==> config.mk <==
export PLATFORM = sky130hd
export DESIGN_NAME = aes256_key_expander_flat
export DESIGN_NICKNAME = d
export VERILOG_FILES = /design/src/rtl/aes256_key_expander_if.sv /design/src/rtl/aes256_key_expander.sv /design/src/flat_wrapper.sv
export SDC_FILE = /design/constraint.sdc
export NUM_CORES = 2
export LEC_CHECK = 0
export CAP_MARGIN = 10
export CORE_ASPECT_RATIO = 0.9
export CORE_MARGIN = 2
export CORE_UTILIZATION = 37
export DETAILED_ROUTE_END_ITERATION = 10
export GPL_TIMING_DRIVEN = 1
export MAX_ROUTING_LAYER = met4
export PLACE_DENSITY_LB_ADDON = 0.15
export RECOVER_POWER = 100
export SLEW_MARGIN = 20
export SYNTH_ARGS = -nofsm -noshare
export SYNTH_HDL_FRONTEND = slang
export SYNTH_SLANG_ARGS = --single-unit
==> constraint.sdc <==
create_clock -name clk_i -period 16.8 [get_ports clk_i]
set_input_delay 3.36 -clock clk_i [delete_from_list [all_inputs] [get_ports clk_i]]
set_output_delay 3.36 -clock clk_i [all_outputs]
set_load 0.02 [all_outputs]
==> src/rtl/aes256_key_expander_if.sv <==
// Key-load / round-key read bundle for aes256_key_expander.
// The master side loads cipher keys and issues round-key reads.
// The slave side is the expander itself.
interface aes256_key_expander_if;
    logic         v_i;
    logic [255:0] key_i;
    logic         ready_o;
    logic         busy_o;
    logic         done_o;
    logic         rk_v_i;
    logic [3:0]   rk_idx_i;
    logic         dec_i;
    logic         rk_v_o;
    logic [127:0] rk_o;

    modport master (
        output v_i, key_i, rk_v_i, rk_idx_i, dec_i,
        input  ready_o, busy_o, done_o, rk_v_o, rk_o
    );

    modport slave (
        input  v_i, key_i, rk_v_i, rk_idx_i, dec_i,
        output ready_o, busy_o, done_o, rk_v_o, rk_o
    );
endinterface

==> src/rtl/aes256_key_expander.sv <==
// AES-256 key schedule engine.
// It expands one 256-bit key into round keys RK0..RK14 using one round_key
// step per cycle, seven steps in all. The keys are held in a register file
// and served through a registered read port with 1-cycle latency.
// Optional macro AES_KEY_EXP_DEC_ORDER_EN: when defined, dec_i=1 reads the
// keys in reverse order (eff_idx = 14 - rk_idx_i).
module aes256_key_expander (
    input  logic                         clk_i,
    input  logic                         reset_i,
    aes256_key_expander_if.slave         kx_io
);

    typedef enum logic [1:0] {S_IDLE = 2'd0, S_EXPAND = 2'd1, S_DONE = 2'd2} state_t;

    // AES forward S-box; byte x is at bit offset (255-x)*8.
    localparam logic [2047:0] SBOX_TBL = {
        128'h637c777bf26b6fc53001672bfed7ab76,
        128'hca82c97dfa5947f0add4a2af9ca472c0,
        128'hb7fd9326363ff7cc34a5e5f171d83115,
        128'h04c723c31896059a071280e2eb27b275,
        128'h09832c1a1b6e5aa0523bd6b329e32f84,
        128'h53d100ed20fcb15b6acbbe394a4c58cf,
        128'hd0efaafb434d338545f9027f503c9fa8,
        128'h51a3408f929d38f5bcb6da2110fff3d2,
        128'hcd0c13ec5f974417c4a77e3d645d1973,
        128'h60814fdc222a908846eeb814de5e0bdb,
        128'he0323a0a4906245cc2d3ac629195e479,
        128'he7c8376d8dd54ea96c56f4ea657aae08,
        128'hba78252e1ca6b4c6e8dd741f4bbd8b8a,
        128'h703eb5664803f60e613557b986c11d9e,
        128'he1f8981169d98e949b1e87e9ce5528df,
        128'h8ca1890dbfe6426841992d0fb054bb16
    };

    function automatic logic [7:0] sbox(input logic [7:0] x);
        return SBOX_TBL[(255 - int'(x)) * 8 +: 8];
    endfunction

    function automatic logic [31:0] sub_word(input logic [31:0] w);
        return {sbox(w[31:24]), sbox(w[23:16]), sbox(w[15:8]), sbox(w[7:0])};
    endfunction

    // One AES-256 expansion step: eight new words from the previous eight.
    // Word j of a 256-bit state sits at bits [32j+31:32j]; the low half
    // becomes RK(2r) and the high half RK(2r+1).
    function automatic logic [255:0] round_key(input logic [255:0] ks, input logic [4:0] r);
        logic [31:0] w0, w1, w2, w3, w4, w5, w6, w7;
        logic [31:0] rot;
        logic [7:0]  rcon;
        rcon = 8'h01 << (r - 5'd1);
        rot  = {ks[247:224], ks[255:248]};
        w0   = ks[31:0]    ^ sub_word(rot) ^ {rcon, 24'h000000};
        w1   = ks[63:32]   ^ w0;
        w2   = ks[95:64]   ^ w1;
        w3   = ks[127:96]  ^ w2;
        w4   = ks[159:128] ^ sub_word(w3);
        w5   = ks[191:160] ^ w4;
        w6   = ks[223:192] ^ w5;
        w7   = ks[255:224] ^ w6;
        return {w7, w6, w5, w4, w3, w2, w1, w0};
    endfunction

    state_t         state_q, state_d;
    logic [2:0]     r_q, r_d;
    logic [255:0]   key_state_q;
    logic [127:0]   rk_mem_q [0:14];
    logic           rk_v_q;
    logic [127:0]   rk_q;

    logic           ready, busy, done;
    logic           accept;
    logic [255:0]   res;
    logic [3:0]     even_idx;
    logic [3:0]     eff_idx;
    logic           rd_ok;

    assign accept   = kx_io.v_i & ready;
    assign res      = round_key(key_state_q, {2'b00, r_q});
    assign even_idx = {r_q, 1'b0};
    assign rd_ok    = kx_io.rk_v_i & done & (kx_io.rk_idx_i <= 4'd14);

`ifdef AES_KEY_EXP_DEC_ORDER_EN
    assign eff_idx = kx_io.dec_i ? (4'd14 - kx_io.rk_idx_i) : kx_io.rk_idx_i;
`else
    logic unused_dec;
    assign unused_dec = kx_io.dec_i;
    assign eff_idx    = kx_io.rk_idx_i;
`endif

    // FSM state and iteration counter register.
    always_ff @(posedge clk_i) begin
        if (reset_i) begin
            state_q <= S_IDLE;
            r_q     <= 3'd0;
        end else begin
            state_q <= state_d;
            r_q     <= r_d;
        end
    end

    // Next-state logic: accept a key from IDLE/DONE, run seven iterations.
    always_comb begin
        state_d = state_q;
        r_d     = r_q;
        case (state_q)
            S_IDLE, S_DONE: begin
                if (accept) begin
                    state_d = S_EXPAND;
                    r_d     = 3'd1;
                end
            end
            S_EXPAND: begin
                if (r_q == 3'd7) begin
                    state_d = S_DONE;
                end else begin
                    r_d = r_q + 3'd1;
                end
            end
            default: begin
                state_d = S_IDLE;
                r_d     = 3'd0;
            end
        endcase
    end

    // Status outputs decoded from the current state.
    always_comb begin
        ready = 1'b0;
        busy  = 1'b0;
        done  = 1'b0;
        case (state_q)
            S_IDLE:   ready = 1'b1;
            S_EXPAND: busy  = 1'b1;
            S_DONE: begin
                ready = 1'b1;
                done  = 1'b1;
            end
            default:  ready = 1'b0;
        endcase
    end

    // Key state and round-key storage; data only, so no reset.
    always_ff @(posedge clk_i) begin
        if (!reset_i) begin
            if (accept) begin
                key_state_q <= kx_io.key_i;
                rk_mem_q[0] <= kx_io.key_i[127:0];
                rk_mem_q[1] <= kx_io.key_i[255:128];
            end else if (state_q == S_EXPAND) begin
                key_state_q        <= res;
                rk_mem_q[even_idx] <= res[127:0];
                // RK15 does not exist: the last iteration keeps only its low half.
                if (r_q != 3'd7) begin
                    rk_mem_q[even_idx + 4'd1] <= res[255:128];
                end
            end
        end
    end

    // Registered read port; rk_o holds its value when no valid read occurs.
    always_ff @(posedge clk_i) begin
        if (reset_i) begin
            rk_v_q <= 1'b0;
            rk_q   <= 128'h0;
        end else begin
            rk_v_q <= rd_ok;
            if (rd_ok) begin
                rk_q <= rk_mem_q[eff_idx];
            end
        end
    end

    assign kx_io.ready_o = ready;
    assign kx_io.busy_o  = busy;
    assign kx_io.done_o  = done;
    assign kx_io.rk_v_o  = rk_v_q;
    assign kx_io.rk_o    = rk_q;

endmodule

==> src/flat_wrapper.sv <==
// flat-port wrapper written by rule: the top's interface ports become plain ports
module aes256_key_expander_flat 
  (clk_i, reset_i, kx_io_v_i, kx_io_key_i, kx_io_rk_v_i, kx_io_rk_idx_i, kx_io_dec_i, kx_io_ready_o, kx_io_busy_o, kx_io_done_o, kx_io_rk_v_o, kx_io_rk_o);
  aes256_key_expander_if kx_io_i ();
  input  logic clk_i;
  input  logic reset_i;
  input wire logic [$bits(kx_io_i.v_i)-1:0] kx_io_v_i;
  input wire logic [$bits(kx_io_i.key_i)-1:0] kx_io_key_i;
  input wire logic [$bits(kx_io_i.rk_v_i)-1:0] kx_io_rk_v_i;
  input wire logic [$bits(kx_io_i.rk_idx_i)-1:0] kx_io_rk_idx_i;
  input wire logic [$bits(kx_io_i.dec_i)-1:0] kx_io_dec_i;
  output wire logic [$bits(kx_io_i.ready_o)-1:0] kx_io_ready_o;
  output wire logic [$bits(kx_io_i.busy_o)-1:0] kx_io_busy_o;
  output wire logic [$bits(kx_io_i.done_o)-1:0] kx_io_done_o;
  output wire logic [$bits(kx_io_i.rk_v_o)-1:0] kx_io_rk_v_o;
  output wire logic [$bits(kx_io_i.rk_o)-1:0] kx_io_rk_o;
  assign kx_io_i.v_i = kx_io_v_i;
  assign kx_io_i.key_i = kx_io_key_i;
  assign kx_io_i.rk_v_i = kx_io_rk_v_i;
  assign kx_io_i.rk_idx_i = kx_io_rk_idx_i;
  assign kx_io_i.dec_i = kx_io_dec_i;
  assign kx_io_ready_o = kx_io_i.ready_o;
  assign kx_io_busy_o = kx_io_i.busy_o;
  assign kx_io_done_o = kx_io_i.done_o;
  assign kx_io_rk_v_o = kx_io_i.rk_v_o;
  assign kx_io_rk_o = kx_io_i.rk_o;
  aes256_key_expander u_core (.clk_i(clk_i), .reset_i(reset_i), .kx_io(kx_io_i));
endmodule
# Word-level counts from Yosys, hierarchy flattened

Memory sizes are Yosys's and may differ from the RTL's. A register that Yosys moved wholly into a read port is not among the register bits.
Index checks and enable logic that the tools add are counted.

Register bits: 262
Logic and storage cells: 82
RAM bits: 1,920
Bits of input ports: 265
Memories kept: 1
Output and inout bits: 132

Reduce and logical (&&, ||, !) cells: 8
Equal/unequal tests: 7
Bitwise logic cells: 13
Shift operators: 9
Add/sub/neg operators: 11
Muxes and demuxes: 28
$lt $le $gt $ge: 1

Memory list:

| name            | words | width | read ports | clocked after Yosys merged registers in | write ports | RTL line                  | RTL |
|---|---|---|---|---|---|---|---|
| u_core.rk_mem_q | 15    | 128   | 1          | 1                                       | 2           | aes256_key_expander.sv:66 | `logic [127:0] rk_mem_q [0:14];` |

Operators with widths:

| kind                                                         | number |
|---|---|
| indexed part select 2048 x 32 -> 8 bit, first input constant | 8 |
| 2-to-1 mux 256 bit                                           | 2 |
| bitwise XOR 32 bit                                           | 9 |
| 2-to-1 mux 128 bit                                           | 2 |
| OR reduction 128 bit                                         | 2 |
| subtractor 8 x 8 -> 9 bit, first input constant              | 8 |
| 2-to-1 mux 1 bit                                             | 16 |
| 2-to-1 mux 4 bit                                             | 2 |
| << shifter 1 x 5 -> 8 bit, first input constant              | 1 |
| 2-to-1 mux 3 bit                                             | 2 |
| one-hot mux 3 bit (2 select lines)                           | 1 |
| AND reduction 2 bit                                          | 3 |
| adder 4 x 1 -> 4 bit, second input constant                  | 1 |
| <= comparator 4 bit, second input constant                   | 1 |
| 2-to-1 mux 2 bit                                             | 2 |
| != test 2 x 1 -> 1 bit, second input constant                | 2 |
| one-hot mux 2 bit (2 select lines)                           | 1 |
| subtractor 3 x 1 -> 4 bit, second input constant             | 1 |
| adder 3 x 1 -> 3 bit, second input constant                  | 1 |
| bitwise AND 1 bit                                            | 3 |
| equality test 3 bit, second input constant                   | 1 |
| != test 3 bit, second input constant                         | 1 |
| equality test 2 x 1 -> 1 bit, second input constant          | 1 |
| equality test 2 bit, second input constant                   | 1 |
| 5 further kinds                                              | 5 |

# Logic depth before layout (Yosys ltp)

Word-level depth: 15
Depth in mapped cells: 32
Mapped depth without buffers: 24

# Worst setup path after synthesis

No wires, ideal clock.

Path type: in2reg
Start point: in kx_io_v_i
End point: reg u_core.key_state_q[0] (enable)
Arrival: 16.391 ns
Required time: 15.841 ns
Path slack: -0.550 ns
Setup time: 0.959 ns
Stages on the path: 5
Buffers on the path: 3
Cell sequence: nand2_1 clkbuf_1 clkbuf_1 clkbuf_1 a21oi_1

Longest elaborated chain between the ends: 3

RTL lines:

| item                                 | RTL line                   | RTL |
|---|---|---|
| start: declaration                   | flat_wrapper.sv:7          | `input wire logic [$bits(kx_io_i.v_i)-1:0] kx_io_v_i;` |
| bitwise AND 1 bit                    | aes256_key_expander.sv:77  | `assign accept = kx_io.v_i & ready;` |
| nonzero test 2 bit (no source line)  | n/a                        |  |
| AND reduction 2 bit (no source line) | n/a                        |  |
| end signal: assignment               | aes256_key_expander.sv:146 | `key_state_q <= kx_io.key_i;` |
| end signal: assignment               | aes256_key_expander.sv:150 | `key_state_q <= res;` |
| end: declaration                     | aes256_key_expander.sv:65  | `logic [255:0] key_state_q;` |

No other way between the ends.
A chain may end at the register's enable or synchronous reset.

==> impl_metrics.py <==
metrics = {
    "setup_path": {
        "cp.required_ns": 17.24,
        "endpoint_kind": "flip-flop",
        "crit_chain": "clkbuf_1 -> or3_1 -> nor2_4 -> clkbuf_1 -> clkbuf_1 -> clkbuf_1",
        "worstPathMaxFanout": 53,
        "cp_slowest_cell": "clkbuf_1",
        "critPathTopFamily": "buffers and inverters",
        "worstSetupPathType": "primary input to flip-flop",
        "worstPathArrival_ns": 14.15,
        "start_kind": "primary input",
        "cpPeakStageDelay_ns": 2.76,
        "cp_num_buf_inv": 4,
        "path_common_cell": "clkbuf_1",
    },
    "synth": {
        "synth-seq-cells": 2438,
        "synthArstFlopShare_pct": 0,
        "yosysWarnings": 0,
        "syn_area_per_cell_um2": 12.77,
        "syn-cell-area_um2": 127900,
        "syn_inst": 10020,
        "synth_flop_cell": "edfxtp_1",
        "ys_seq_area_share_pct": 56.19,
        "synth_edf_count": 2304,
        "yosysUniqueCellTypes": 122,
        "syn-num-nets": 10400,
    },
    "clock_tree": {
        "clock_latency_ns": 0.95,
        "cts_setup_buffers": 0,
        "clockBufferDepth": 4,
        "cts_resized": 0,
        "htreeDepth": 5,
        "cts-root-buf": "clkbuf_16",
        "numCtsBuffers": 278,
        "clock-sinks": 2438,
        "cts_tree": "yes",
        "clk_pin_slew_ns": 0.06,
        "postCtsHoldBufs": 0,
    },
    "sta": {
        "clock-skew-final_ns": 0.08220,
        "rsz0062_at_grt": "false",
        "max_freq_mhz": 72.95,
        "finalWorstPathRequiredPeriod_ns": 13.71,
        "hold_viol": 0,
        "relSlewSlack_pct": -366.7,
        "finalSetupViolCount": 0,
        "worstMarginPinSlew_ns": 7.000,
        "slew_violations": 3402,
        "setup_tns_ns": 0,
        "whs_ns": 0.4508,
        "period_share_pct": 81.59,
    },
    "global_route": {
        "grt_pass1_vias": 92680,
        "grt_usage_pct": 32.96,
        "overflow": 0,
        "grt_pass1_wl_mm": 789.3,
        "grt_max_degree": 134,
        "grt_antenna_before_repair": 52,
    },
    "die": {
        "num_rows": 204,
        "core_area_um2": 343600,
        "pin_count": 397,
        "initial_utilization_pct": 37.23,
        "die_y_um": 561.8,
        "die_w_um": 623.7,
        "dieArea_um2": 350400,
    },
    "detailed_routing": {
        "vias_per_cell": 6.429,
        "drcViolationCount": 0,
        "antenna_left": 0,
        "routedWlPerCell_um": 38.52,
        "drtIter0Drc": 13830,
        "drt_wl_total_mm": 576.6,
        "num_vias": 96230,
        "drtPass1Iterations": 8,
    },
    "run_status": {
        "status": "complete, but fails checks",
        "violations": "max-capacitance violations, max-slew violations",
    },
    "layout": {
        "synthToLayoutAreaGrowth_pct": 13.32,
        "drive_gt1_share_pct": 14.57,
        "post-route-util_pct": 42.19,
        "finalNetCount": 10560,
    },
    "flow_run": {
        "drv_cap": 105,
    },
    "placement": {
        "dpl.hpwl_mm": 377.5,
        "io_buffer_count": 395,
        "place_congestion": 0.9807,
    },
    "hold_path": {
        "hold_class": "flip-flop to flip-flop",
    },
}
[cell usage after synthesis (34+ instances only)]
cell / number / area (um2)
nand2b_1: 131 / 819.5
clkbuf_1: 453 / 1700
o31ai_1: 76 / 570.6
and2_1: 35 / 219.0
a31oi_1: 115 / 719.4
and3_1: 39 / 244.0
o311ai_0: 76 / 665.6
o211ai_1: 133 / 998.5
nand3_1: 200 / 1001
nor2b_1: 123 / 769.5
a2111oi_0: 36 / 315.3
ha_1: 119 / 1489
o221ai_1: 53 / 464.2
mux2i_1: 100 / 1001
nand2_1: 1062 / 3986
buf_4: 60 / 450.4
mux4_2: 657 / 14800
buf_2: 229 / 1146
nor2_1: 609 / 2286
xor2_1: 121 / 1060
nand4_1: 43 / 269.0
a211oi_1: 147 / 1104
dfxtp_1: 134 / 2683
edfxtp_1: 2304 / 69190
a311oi_1: 70 / 613.1
a221oi_1: 51 / 446.7
buf_1: 104 / 390.4
a22oi_1: 35 / 262.8
inv_1: 203 / 762.0
mux2_2: 122 / 1374
o21ai_0: 560 / 2803
o22ai_1: 39 / 244.0
xnor2_1: 231 / 2023
or3_1: 43 / 269.0
o2111ai_1: 34 / 297.8
a21oi_1: 569 / 2848
nor3_1: 201 / 1006
[cell type report]
type / instances / area, um2
fillers: 31930 / 198600
well taps: 4532 / 5670
inverters: 239 / 900.9
multi-input cells: 6479 / 51290
diodes: 38 / 95.09
clock buffers: 358 / 7502
repair buffers: 740 / 6203
flip-flops and latches: 2438 / 71870
clock inverters: 144 / 1404
[cells in the final DEF, fill, tap and decap left out, types with 61 or more instances in the layout]
| cell | instances |
|---|---|
| nor2_1 | 602 |
| a31oi_1 | 114 |
| a211oi_1 | 147 |
| nand3_1 | 199 |
| buf_4 | 193 |
| dlygate4sd3_1 | 133 |
| nand2b_1 | 131 |
| clkbuf_1 | 200 |
| inv_1 | 213 |
| clkbuf_16 | 282 |
| mux4_2 | 657 |
| nand2_1 | 1062 |
| xnor2_1 | 233 |
| mux2_2 | 116 |
| clkinv_1 | 61 |
| o311ai_0 | 75 |
| o21ai_0 | 567 |
| ha_1 | 119 |
| clkdlybuf4s50_1 | 257 |
| a311oi_1 | 71 |
| o211ai_1 | 133 |
| a21oi_1 | 568 |
| o31ai_1 | 76 |
| edfxtp_1 | 2304 |
| dfxtp_1 | 134 |
| mux2i_1 | 100 |
| nor3_1 | 199 |
| xor2_1 | 121 |
| nor2b_1 | 122 |
[path summary, 6_finish.rpt]
kind | cells past startpoint | to | start | slack, ns
worst max-delay path | 6 | u_core.rk_mem_q[8][99]$_DFFE_PP_ | reset_i | 3.09
worst min-delay path | 2 | u_core.kx_io.rk_o[37]$_SDFFE_PP0P_ | u_core.kx_io.rk_o[37]$_SDFFE_PP0P_ | 0.45
worst max register to register | 24 | u_core.key_state_q[244]$_DFFE_PP_ | u_core.key_state_q[233]$_DFFE_PP_ | 3.12
worst min register to register | 2 | u_core.kx_io.rk_o[37]$_SDFFE_PP0P_ | u_core.kx_io.rk_o[37]$_SDFFE_PP0P_ | 0.45
[worst min-delay path, delay by kind of cell, from the launching register on]
family	cells	cell delay, ns
compound gates	1	0.05
flops	1	0.30
simple gates	1	0.05
[state kept, by name (all words and copies together), names as in the netlist]
name,flops
u_core.kx_io.rk_o,128
u_core.state_q,2
u_core.key_state_q,256
u_core.kx_io.rk_v_o,1
u_core.rk_mem_q,2048
u_core.r_q,3
[metrics by stage]
step	instances	worst slack (ns)	cell area [um2]
after floorplan	10020	3.156	127900
final	14970	3.092	144900
after detailed placement	14430	6.534	136800
after CTS	14930	6.511	145700
after global routing	14960	3.099	144900
after global placement	14430	6.522	136800
[layer usage]
layer	track usage, %	part of all wire, %
met5	-	0
met4	12.74	4.7
met3	4.601	7.9
met2	50.24	46
met1	44.74	42
[logic make-up after synthesis]
kind of cell | after synthesis | synth area share [%]
buffers and inverters | 1102 | 3.734
muxes | 881 | 13.45
AOI/OAI and AO/OA | 2406 | 12.60
xor gates and xnor gates | 406 | 3.293
adders and majority gates | 119 | 1.164
DFF | 2438 | 56.19
and+or+nand+nor | 2667 | 9.570
Power is not shown: default switching activity piles up to over one toggle a cycle in this logic, so the estimate is an artifact.
